`src/rtl/rcv_shift.sv`:
```
// SPI receive shifter: samples sin MSB-first on posedge, assembles WIDTH-bit
// words and queues them in a small FIFO drained with a valid/ready handshake.
module rcv_shift #(
  parameter int WIDTH = 8,
  parameter int DEPTH = 2
) (
  input  logic                     clk,
  input  logic                     rst_n,
  input  logic                     start,
  input  logic                     sin,
  input  logic                     rd_ready,
  input  logic                     clr_ovr,
  output logic [WIDTH-1:0]         rd_data,
  output logic                     rd_valid,
  output logic                     byte_done,
  output logic                     overrun,
  output logic [$clog2(DEPTH):0]   level
);

  localparam int AW = $clog2(DEPTH);
  localparam int CW = $clog2(WIDTH);
  localparam logic [CW-1:0] LAST_BIT = CW'(WIDTH - 1);
  localparam logic [AW:0]   FULL_LVL = (AW + 1)'(DEPTH);

  typedef enum logic {IDLE, SHIFT} state_t;

  state_t            state, state_nxt;
  logic [WIDTH-1:0]  shreg, shreg_nxt;
  logic [CW-1:0]     bitc, bitc_nxt;
  logic [WIDTH-1:0]  word_in;
  logic              word_done;

  logic [WIDTH-1:0]  mem [DEPTH];
  logic [AW-1:0]     wptr, rptr;
  logic              full, pop, push_ok, drop;

  assign word_in   = {shreg[WIDTH-2:0], sin};
  assign word_done = start && (bitc == LAST_BIT);

  // NOTE: every variable driven here gets a default first so no latch is inferred.
  always_comb begin
    state_nxt = IDLE;
    shreg_nxt = '0;
    bitc_nxt  = '0;
    case (state)
      IDLE: begin
        if (start) begin
          state_nxt = SHIFT;
          shreg_nxt = word_in;
          bitc_nxt  = word_done ? '0 : CW'(1);
        end
      end
      SHIFT: begin
        if (start) begin
          state_nxt = SHIFT;
          shreg_nxt = word_in;
          bitc_nxt  = word_done ? '0 : bitc + CW'(1);
        end
      end
      default: ;
    endcase
  end

  // NOTE: sequential state uses non-blocking assignments so all registers update together.
  always_ff @(posedge clk or negedge rst_n) begin
    if (!rst_n) begin
      state     <= IDLE;
      shreg     <= '0;
      bitc      <= '0;
      byte_done <= 1'b0;
    end else begin
      state     <= state_nxt;
      shreg     <= shreg_nxt;
      bitc      <= bitc_nxt;
      byte_done <= word_done;
    end
  end

  // A full FIFO still accepts a word when the head is popped on the same edge.
  assign full     = (level == FULL_LVL);
  assign pop      = rd_valid && rd_ready;
  assign push_ok  = word_done && (!full || pop);
  assign drop     = word_done && full && !pop;
  assign rd_valid = (level != '0);
  assign rd_data  = mem[rptr];

  // NOTE: the storage is reset because rd_data must read 0 straight out of reset.
  always_ff @(posedge clk or negedge rst_n) begin
    if (!rst_n) begin
      for (int i = 0; i < DEPTH; i++) mem[i] <= '0;
    end else if (push_ok) begin
      mem[wptr] <= word_in;
    end
  end

  always_ff @(posedge clk or negedge rst_n) begin
    if (!rst_n) begin
      wptr    <= '0;
      rptr    <= '0;
      level   <= '0;
      overrun <= 1'b0;
    end else begin
      if (push_ok) wptr <= wptr + AW'(1);
      if (pop)     rptr <= rptr + AW'(1);
      case ({push_ok, pop})
        2'b10:   level <= level + (AW + 1)'(1);
        2'b01:   level <= level - (AW + 1)'(1);
        default: level <= level;
      endcase
      if (drop)         overrun <= 1'b1;
      else if (clr_ovr) overrun <= 1'b0;
    end
  end

endmodule
```
`config.mk`:
```
export PLATFORM = sky130hd
export DESIGN_NAME = rcv_shift
export DESIGN_NICKNAME = d
export VERILOG_FILES = /design/src/rtl/rcv_shift.sv
export SDC_FILE = /design/constraint.sdc
export NUM_CORES = 1
export LEC_CHECK = 0
export ABC_AREA = 1
export CAP_MARGIN = 15
export CORE_MARGIN = 3
export CORE_UTILIZATION = 40
export DETAILED_ROUTE_END_ITERATION = 8
export PLACE_DENSITY = 0.71
export SLEW_MARGIN = 20
export SYNTH_ARGS = -nofsm -noshare
export SYNTH_HDL_FRONTEND = slang
export SYNTH_SLANG_ARGS = --single-unit
```
`constraint.sdc`:
```
create_clock -name clk -period 1.7 [get_ports clk]
set_input_delay 0.255 -clock clk [delete_from_list [all_inputs] [get_ports clk]]
set_output_delay 0.255 -clock clk [all_outputs]
set_load 0.01 [all_outputs]
```
==> flow_summary.ini, run 1 <==
[critical_path]
critPathBufInv = 2
crit_chain = inv_1, nand2_1, clkdlybuf4s50_1
required_ps = 1440
worstSetupEndpointType = primary output
path_class = register to primary output
cpPeakStageDelay_ps = 530
critPathSlowestCell = clkdlybuf4s50_1
cp_max_fo = 4
cp.arrival_ps = 1360
cp_top_family = buffers and inverters
startpoint_type = register

[logic_synthesis]
synth_seq_area_share_pct = 54.8
synth_cells = 163
syn_area_mm2 = 0.00151
netlist-cell-type-count = 21
synth_edf_count = 0
ys_ff_latch = 33
avgSynthCellArea_um2 = 9.24
async_reset_ff_share_pct = 100
yosys_most_used_dff = dfrtp_1
synth_nets = 172
ys_warn_count = 0

[placement]
dp_slack_ps = 43.3
io_buffers = 18
dp_hpwl_um = 1980
place_congestion = 0.745
dp.cells = 225

[sta]
relSlewSlack_pct = 67.6
rsz0062_at_grt = no
period_share_pct = 95.2
tightest_slew_ps = 487
timing.setup.tns_ps = 0
drv_slew = 0
min_period_ps = 1620
worst_clock_skew_ps = 6.38
maxClockFrequency_mhz = 618
final-setup-viol-count = 0
fin_ws_ps = 81.3
hold_viol_final = 0

[die]
dieHeight_um = 67.4
die_width_um = 67.4
initial_core_util_pct = 43.4
rows = 21
die-area_mm2 = 0.00454
core_mm2 = 0.00347
io_pins = 19

[status]
status = completed

[global_route]
grt_overflow_total = 0
grt_usage_pct = 15.8
antenna_found_initial = 0
grt_pass1_wl_um = 5180
grt_pass1_vias = 1146
grt_max_degree = 34

[detailed_routing]
wl_per_cell_um = 12.4
detail_route.drc_violations = 0
drt_iter0_drc = 55
vias = 1134
ant_nets = 0
drt-vias-per-instance = 4.78
wirelength_um = 2950
firstDrtPassIters = 5

[final_layout]
utilization_pct = 53.4
layout_common_cells = 74 x nand2_1, 30 x dfrtp_1, 17 x nand4_1, 13 x inv_1, 10 x clkdlybuf4s50_1
areaGrowthSynthToFinish_pct = 22.8
nFillCells = 336
layout_commonest_cell = nand2_1
finalNonFillerCells = 237
drive_gt1_share_pct = 15.2
fin_nets = 199
n_antenna_cell = 0

[clock_network]
clockRootBuffer = clkbuf_8
cts_hold_buf = 0
cts_buffers = 5
cts_buffer_depth = 2
tritoncts = done
clk_pin_slew_worst_paths_ps = 70
cts_max_level = 2
clkSinkCount = 33
clock_latency_ps = 280

[power_and_ir_drop]
irDropWorstVdd_uv = 536
power_density_mw_per_mm2 = 1150
power_leakage_uw = 0.00105

[worst_hold_path]
hold_class = input pin to async pin

[flow_run]
drv_cap = 0
flip-flops by register name (all words and copies together), names as in the netlist:
signal and flops:
bitc 3, byte_done 1, rptr 1, state 1, overrun 1, wptr 1, mem 16, shreg 7
level 2
layout make-up:
cell class,count,area (um^2),share of cell area (%)
sequential,33,830,44.8
multi-input combinational,106,542,29.3
timing repair buffer,27,238,12.8
clock buffer,7,86.3,4.67
inverter,17,67.6,3.65
tap,46,57.6,3.11
clock inverter,1,30.0,1.62
kinds of logic after synthesis:
kind of cell / Yosys count / share of synthesized area (%)
xor gates and xnor gates: 2 / 1.16
AOI/OAI and AO/OA: 2 / 1.16
buffers and inverters: 24 / 9.39
and+or+nand+nor: 99 / 31.0
adders and majority gates: 3 / 2.49
DFF: 33 / 54.8
synth_stat cells, types with 2 or more instances:
master / n / share of area, %
buf_2: 2 / 0.66
nand4_1: 17 / 7.1
inv_2: 3 / 0.75
dfrtp_1: 33 / 55
buf_12: 2 / 2.7
nand2_1: 74 / 18
ha_1: 3 / 2.5
inv_1: 13 / 3.2
nand3_4: 3 / 3.5
nor2_1: 2 / 0.50
where the power goes:
group	internal [uW]	total, uW	leakage [uW]	switching [uW]
sequential	840	890	0.000445	49.9
clock	477	747	0.0000585	269
combinational	236	496	0.000543	261
final timing paths:
kind,from,endpoint,slack [ps],cells past startpoint
worst max-delay path,level[1],rd_valid,80,3
worst min-delay path,rst_n,mem[15],370,2
worst max register to register,bitc[0],level[1],120,10
worst min register to register,bitc[0],bitc[0],460,1
max in group asynchronous,rst_n,level[0],1020,2
min in group clk,bitc[0],bitc[0],460,1
layer usage:
metal	track usage (%)	share of wire, %	vias up
li1	-	-	570
met1	17.5	43	529
met2	26.7	50	27
met3	5.66	4.8	8
met4	7.85	2.4	0
met5	0	0	-
through the flow:
stage | hold WS [ps] | cell area (um^2) | total power (uW)
6_report | 367 | 1850 | 2130
4_1_cts | 370 | 1840 | 2130
3_3_place_gp | 440 | 1710 | 1300
5_1_grt | 403 | 1850 | 2250
3_5_place_dp | 453 | 1710 | 1320
2_1_floorplan | -40.6 | 1510 | 1180
repair_timing:
item / in CTS / in global routing
setup buffers: 3 / 1
resized for setup: 10 / 3
setup endpoints to repair: 8 / 4
pin swaps: 0 / 0
Power figures use the tool's default switching activity.
==> inputs of run 2 (changes only) <==
--- a/config.mk
+++ b/config.mk
@@ -7,7 +7,7 @@
 export LEC_CHECK = 0
 export ABC_AREA = 1
 export CAP_MARGIN = 15
-export CORE_MARGIN = 3
+export CORE_MARGIN = 1.5
 export CORE_UTILIZATION = 40
 export DETAILED_ROUTE_END_ITERATION = 8
 export PLACE_DENSITY = 0.71
==> flow_summary.ini, run 2 (synthesis gave the netlist of run 1 again) <==
[sta]
maxClockFrequency_mhz = 614
tightest_slew_ps = 403
min_period_ps = 1630
hold_viol_final = 0
timing.hold.ws_ps = 373
final-setup-viol-count = 0
worst_clock_skew_ps = 2.84
period_share_pct = 95.8
drv_slew = 0
relSlewSlack_pct = 73.1
fin_ws_ps = 70.6

[die]
initial_core_util_pct = 41.5
die-area_mm2 = 0.00414
io_pins = 19
core_mm2 = 0.00363
rows = 22
die_width_um = 64.4
dieHeight_um = 64.4

[detailed_routing]
drt_iter0_drc = 65
wirelength_um = 2720
firstDrtPassIters = 4
ant_nets = 0
drt-vias-per-instance = 4.72
vias = 1127
wl_per_cell_um = 11.4
detail_route.drc_violations = 0

[clock_network]
cts_buffer_depth = 2
cts_buffers = 5
cts_max_level = 2
tritoncts = done
clockRootBuffer = clkbuf_8
clk_pin_slew_worst_paths_ps = 70
clock_latency_ps = 280
clkSinkCount = 33

[global_route]
use_met1_pct = 19.3
antenna_found_initial = 0
grt_pass1_wl_um = 4690
busiest_layer = met2
met2_usage_pct = 23.4
grt_pass1_vias = 1050
grt_usage_pct = 14.9
grt_max_degree = 34
grt_use_met3_pct = 4.40
grt_overflow_total = 0

[critical_path]
critPathSlowestCell = clkdlybuf4s50_1
cp.arrival_ps = 1370
path_class = register to primary output
cp_max_fo = 4
startpoint_type = register
cpPeakStageDelay_ps = 530
crit_chain = inv_1, nand2_1, clkdlybuf4s50_1
worstSetupEndpointType = primary output
required_ps = 1440

[power_and_ir_drop]
seq_power_share_pct = 46.2
p_switching_uw = 590
p_sw_share_pct = 30.4
pwr-share-clk_pct = 28.6
intPower_uw = 1350
power_leakage_uw = 0.00103
power_density_mw_per_mm2 = 1070
irDropWorstVdd_uv = 481
comb_power_share_pct = 25.2

[final_layout]
drive_gt1_share_pct = 15.2
multi_input_area_um2 = 542
top_regs = mem x16, shreg x7, bitc x3
fin_nets = 199
finalNonFillerCells = 239
areaGrowthSynthToFinish_pct = 20.9
largest_reg_flops = 16
regArea_um2 = 828
top_register = mem
n_antenna_cell = 0
nFillCells = 364
layout_common_cells = 74 x nand2_1, 31 x dfrtp_1, 17 x nand4_1, 12 x inv_1, 10 x clkdlybuf4s50_1
utilization_pct = 50.1
layout_commonest_cell = nand2_1

[status]
status = completed

[placement]
dp_slack_ps = 43.0
dp_hpwl_um = 1800
place_congestion = 0.734
dp.cells = 229
io_buffers = 18

[worst_hold_path]
hold_class = input pin to async pin

[flow_run]
drv_cap = 0
run 2: path summary, 6_finish.rpt:
kind	start	endpoint	slack [ps]	depth (start not counted)
max in group asynchronous	rst_n	level[1]	1020	2
worst max register to register	bitc[0]	level[1]	100	10
worst min-delay path	rst_n	mem[10]	370	2
worst min register to register	bitc[0]	bitc[0]	450	1
worst max-delay path	level[1]	rd_valid	70	3
min in group clk	bitc[0]	bitc[0]	450	1
run 2: timing repair:
item | in CTS | in global routing
setup buffers | 2 | 0
endpoints found under the setup margin | 8 | 2
gates resized for setup | 10 | 4
pin swaps | 0 | 0
hold buffers | 0 | 0
run 2: layout make-up:
cell class,instances,share of cell area [%]
flip-flops and latches,33,45.5
multi-input cells,106,29.7
repair buffers,27,13.3
inverters,17,3.71
clock inverters,2,0.549
clock buffers,6,3.98
well taps,48,3.30
run 2: metal layers:
metal | part of all wire, % | vias to the layer above
li1 | - | 569
met1 | 47 | 533
met2 | 48 | 21
met3 | 3.4 | 4
met4 | 1.3 | 0
met5 | 0 | -
run 2: per-stage QoR:
stage | TNS (ps) | total power (uW) | instance area (um^2)
finish | 0 | 1940 | 1820
global route | -23.0 | 2050 | 1820
CTS | 0 | 1950 | 1820
detailed placement | 0 | 1340 | 1720
global placement | 0 | 1330 | 1720
floorplan | 0 | 1180 | 1510
run 2: critical path, delay by kind of cell (launching register included):
| kind | cells | cell delay [ps] |
|---|---|---|
| simple gates | 1 | 80 |
| flops | 1 | 420 |
| buf+inv | 2 | 600 |
run 2: power groups by stage:
stage | logic [uW] | registers [uW] | clock network (uW)
floorplan | 285 | 897 | 0
global placement | 431 | 902 | 0
detailed placement | 439 | 905 | 0
CTS | 489 | 892 | 566
global route | 539 | 905 | 605
finish | 489 | 897 | 554
==> inputs of run 3 (changes only) <==
--- a/config.mk
+++ b/config.mk
@@ -6,11 +6,12 @@
 export NUM_CORES = 1
 export LEC_CHECK = 0
 export ABC_AREA = 1
+export ABC_CLOCK_PERIOD_IN_PS = 1800
 export CAP_MARGIN = 15
-export CORE_MARGIN = 1.5
+export CORE_MARGIN = 5
 export CORE_UTILIZATION = 40
 export DETAILED_ROUTE_END_ITERATION = 8
-export PLACE_DENSITY = 0.71
+export PLACE_DENSITY = 0.69
 export SLEW_MARGIN = 20
 export SYNTH_ARGS = -nofsm -noshare
 export SYNTH_HDL_FRONTEND = slang
==> constraint.sdc (replaced) <==
create_clock -name clk -period 1.8 [get_ports clk]
set_input_delay 0.27 -clock clk [delete_from_list [all_inputs] [get_ports clk]]
set_output_delay 0.27 -clock clk [all_outputs]
set_load 0.01 [all_outputs]
==> flow_summary.ini, run 3 (synthesis gave the netlist of run 1 again) <==
[status]
status = completed

[critical_path]
crit_chain = buf_4, nand2_1, nand2_1, clkdlybuf4s50_1
r2r_slack_ps = 180
required_ps = 1530
path_class = register to primary output
cp_max_fo = 4
path_common_cell = nand2_1
cpPeakStageDelay_ps = 520
critPathSlowestCell = clkdlybuf4s50_1
startpoint_type = register
cp.arrival_ps = 1470
worstSetupEndpointType = primary output

[die]
core_mm2 = 0.00366
die-area_mm2 = 0.00509
rows = 22
io_pins = 19
initial_core_util_pct = 41.1
die_width_um = 71.4
dieHeight_um = 71.4

[placement]
dpl-instance-area_mm2 = 0.00171
dp.cells = 227
place_congestion = 0.704
dp_slack_ps = 159
dp_hpwl_um = 1890
io_buffers = 18

[detailed_routing]
vias = 1135
drt_iter0_drc = 73
firstDrtPassIters = 4
wl_per_cell_um = 12.4
ant_nets = 0
detail_route.drc_violations = 0
drt-vias-per-instance = 4.79
wirelength_um = 2950

[sta]
period_share_pct = 96.6
relSlewSlack_pct = 68.6
final-setup-viol-count = 0
worst_clock_skew_ps = 2.63
tightest_slew_ps = 471
min_period_ps = 1740
drv_slew = 0
fin_ws_ps = 60.9
maxClockFrequency_mhz = 575
hold_viol_final = 0
timing.setup.tns_ps = 0

[clock_network]
clockRootBuffer = clkbuf_8
cts_max_level = 2
cts_buffers = 5
tritoncts = done
cts_buffer_depth = 2
clkSinkCount = 33
clock_latency_ps = 280
clk_pin_slew_worst_paths_ps = 60

[final_layout]
finalNonFillerCells = 237
fin_nets = 198
largest_reg_flops = 16
stdcell_area_mm2 = 0.00184
layout_commonest_cell = nand2_1
top_regs = mem x16, shreg x7, bitc x3
layout_common_cells = 74 x nand2_1, 32 x dfrtp_1, 17 x nand4_1, 13 x inv_1, 12 x clkdlybuf4s50_1
n_antenna_cell = 0
drive_gt1_share_pct = 12.7
areaGrowthSynthToFinish_pct = 22.0
top_register = mem

[global_route]
busiest_layer = met2
met2_usage_pct = 21.7
grt_pass1_wl_um = 5050
use_met1_pct = 15.1
antenna_found_initial = 0
grt_max_degree = 34
grt_use_met3_pct = 2.95
grt_usage_pct = 12.8
grt_pass1_vias = 1115
grt_overflow_total = 0

[power_and_ir_drop]
total_power_uw = 1840
power_leakage_uw = 0.00111
power_density_mw_per_mm2 = 999
irDropWorstVdd_uv = 534

[worst_hold_path]
hold_class = input pin to async pin

[flow_run]
drv_cap = 0
-- run 3: worst max-delay path: cells and delay by family (launching register included) --
family	cells	cell delay [ps]
buffers and inverters	2	660
AND/OR/NAND/NOR	2	110
flip-flops	1	430
-- run 3: cell type report --
class                   count  area, um^2
repair buffers             26         255
inverters                  17        70.1
clock buffers               7        86.3
well taps                  48        60.1
multi-input cells         106         539
flip-flops and latches     33         827
fillers                   378        1820
-- run 3: per-layer routing --
metal  wire length, um  part of all wire, %
met1              1300                   44
met2              1470                   50
met3               115                  3.9
met4                68                  2.3
met5                 0                    0
-- run 3: report_power, final --
| part | leakage, uW | total, uW | switching [uW] | internal, uW |
|---|---|---|---|---|
| combinational | 0.000614 | 441 | 233 | 208 |
| clock | 0.0000443 | 541 | 238 | 303 |
| sequential | 0.000447 | 855 | 65.3 | 789 |
| total | 0.00111 | 1840 | 537 | 1300 |
-- run 3: worst paths after layout --
kind	depth (start not counted)	end	start
setup / recovery	4	rd_data[2]	rptr
hold / removal	2	mem[10]	rst_n
setup reg to reg	10	level[1]	bitc[0]
hold reg to reg	1	bitc[0]	bitc[0]
max in group asynchronous	2	rptr	rst_n
min in group clk	1	bitc[0]	bitc[0]
-- run 3: through the flow --
| step | util (%) | hold slack, ps |
|---|---|---|
| 6_report | 50.2 | 389 |
| 3_3_place_gp | 46.7 | 447 |
| 5_1_grt | 50.2 | 449 |
| 2_1_floorplan | - | -25.6 |
| 3_5_place_dp | 46.7 | 452 |
| 4_1_cts | 49.7 | 403 |
-- run 3: repair_timing --
| action | CTS | global route |
|---|---|---|
| buffers inserted | 3 | 0 |
| gates resized for setup | 2 | 7 |
| hold buffers | 0 | 0 |
| endpoints found under the setup margin | 8 | 8 |
| endpoints found under the hold margin | 0 | 0 |
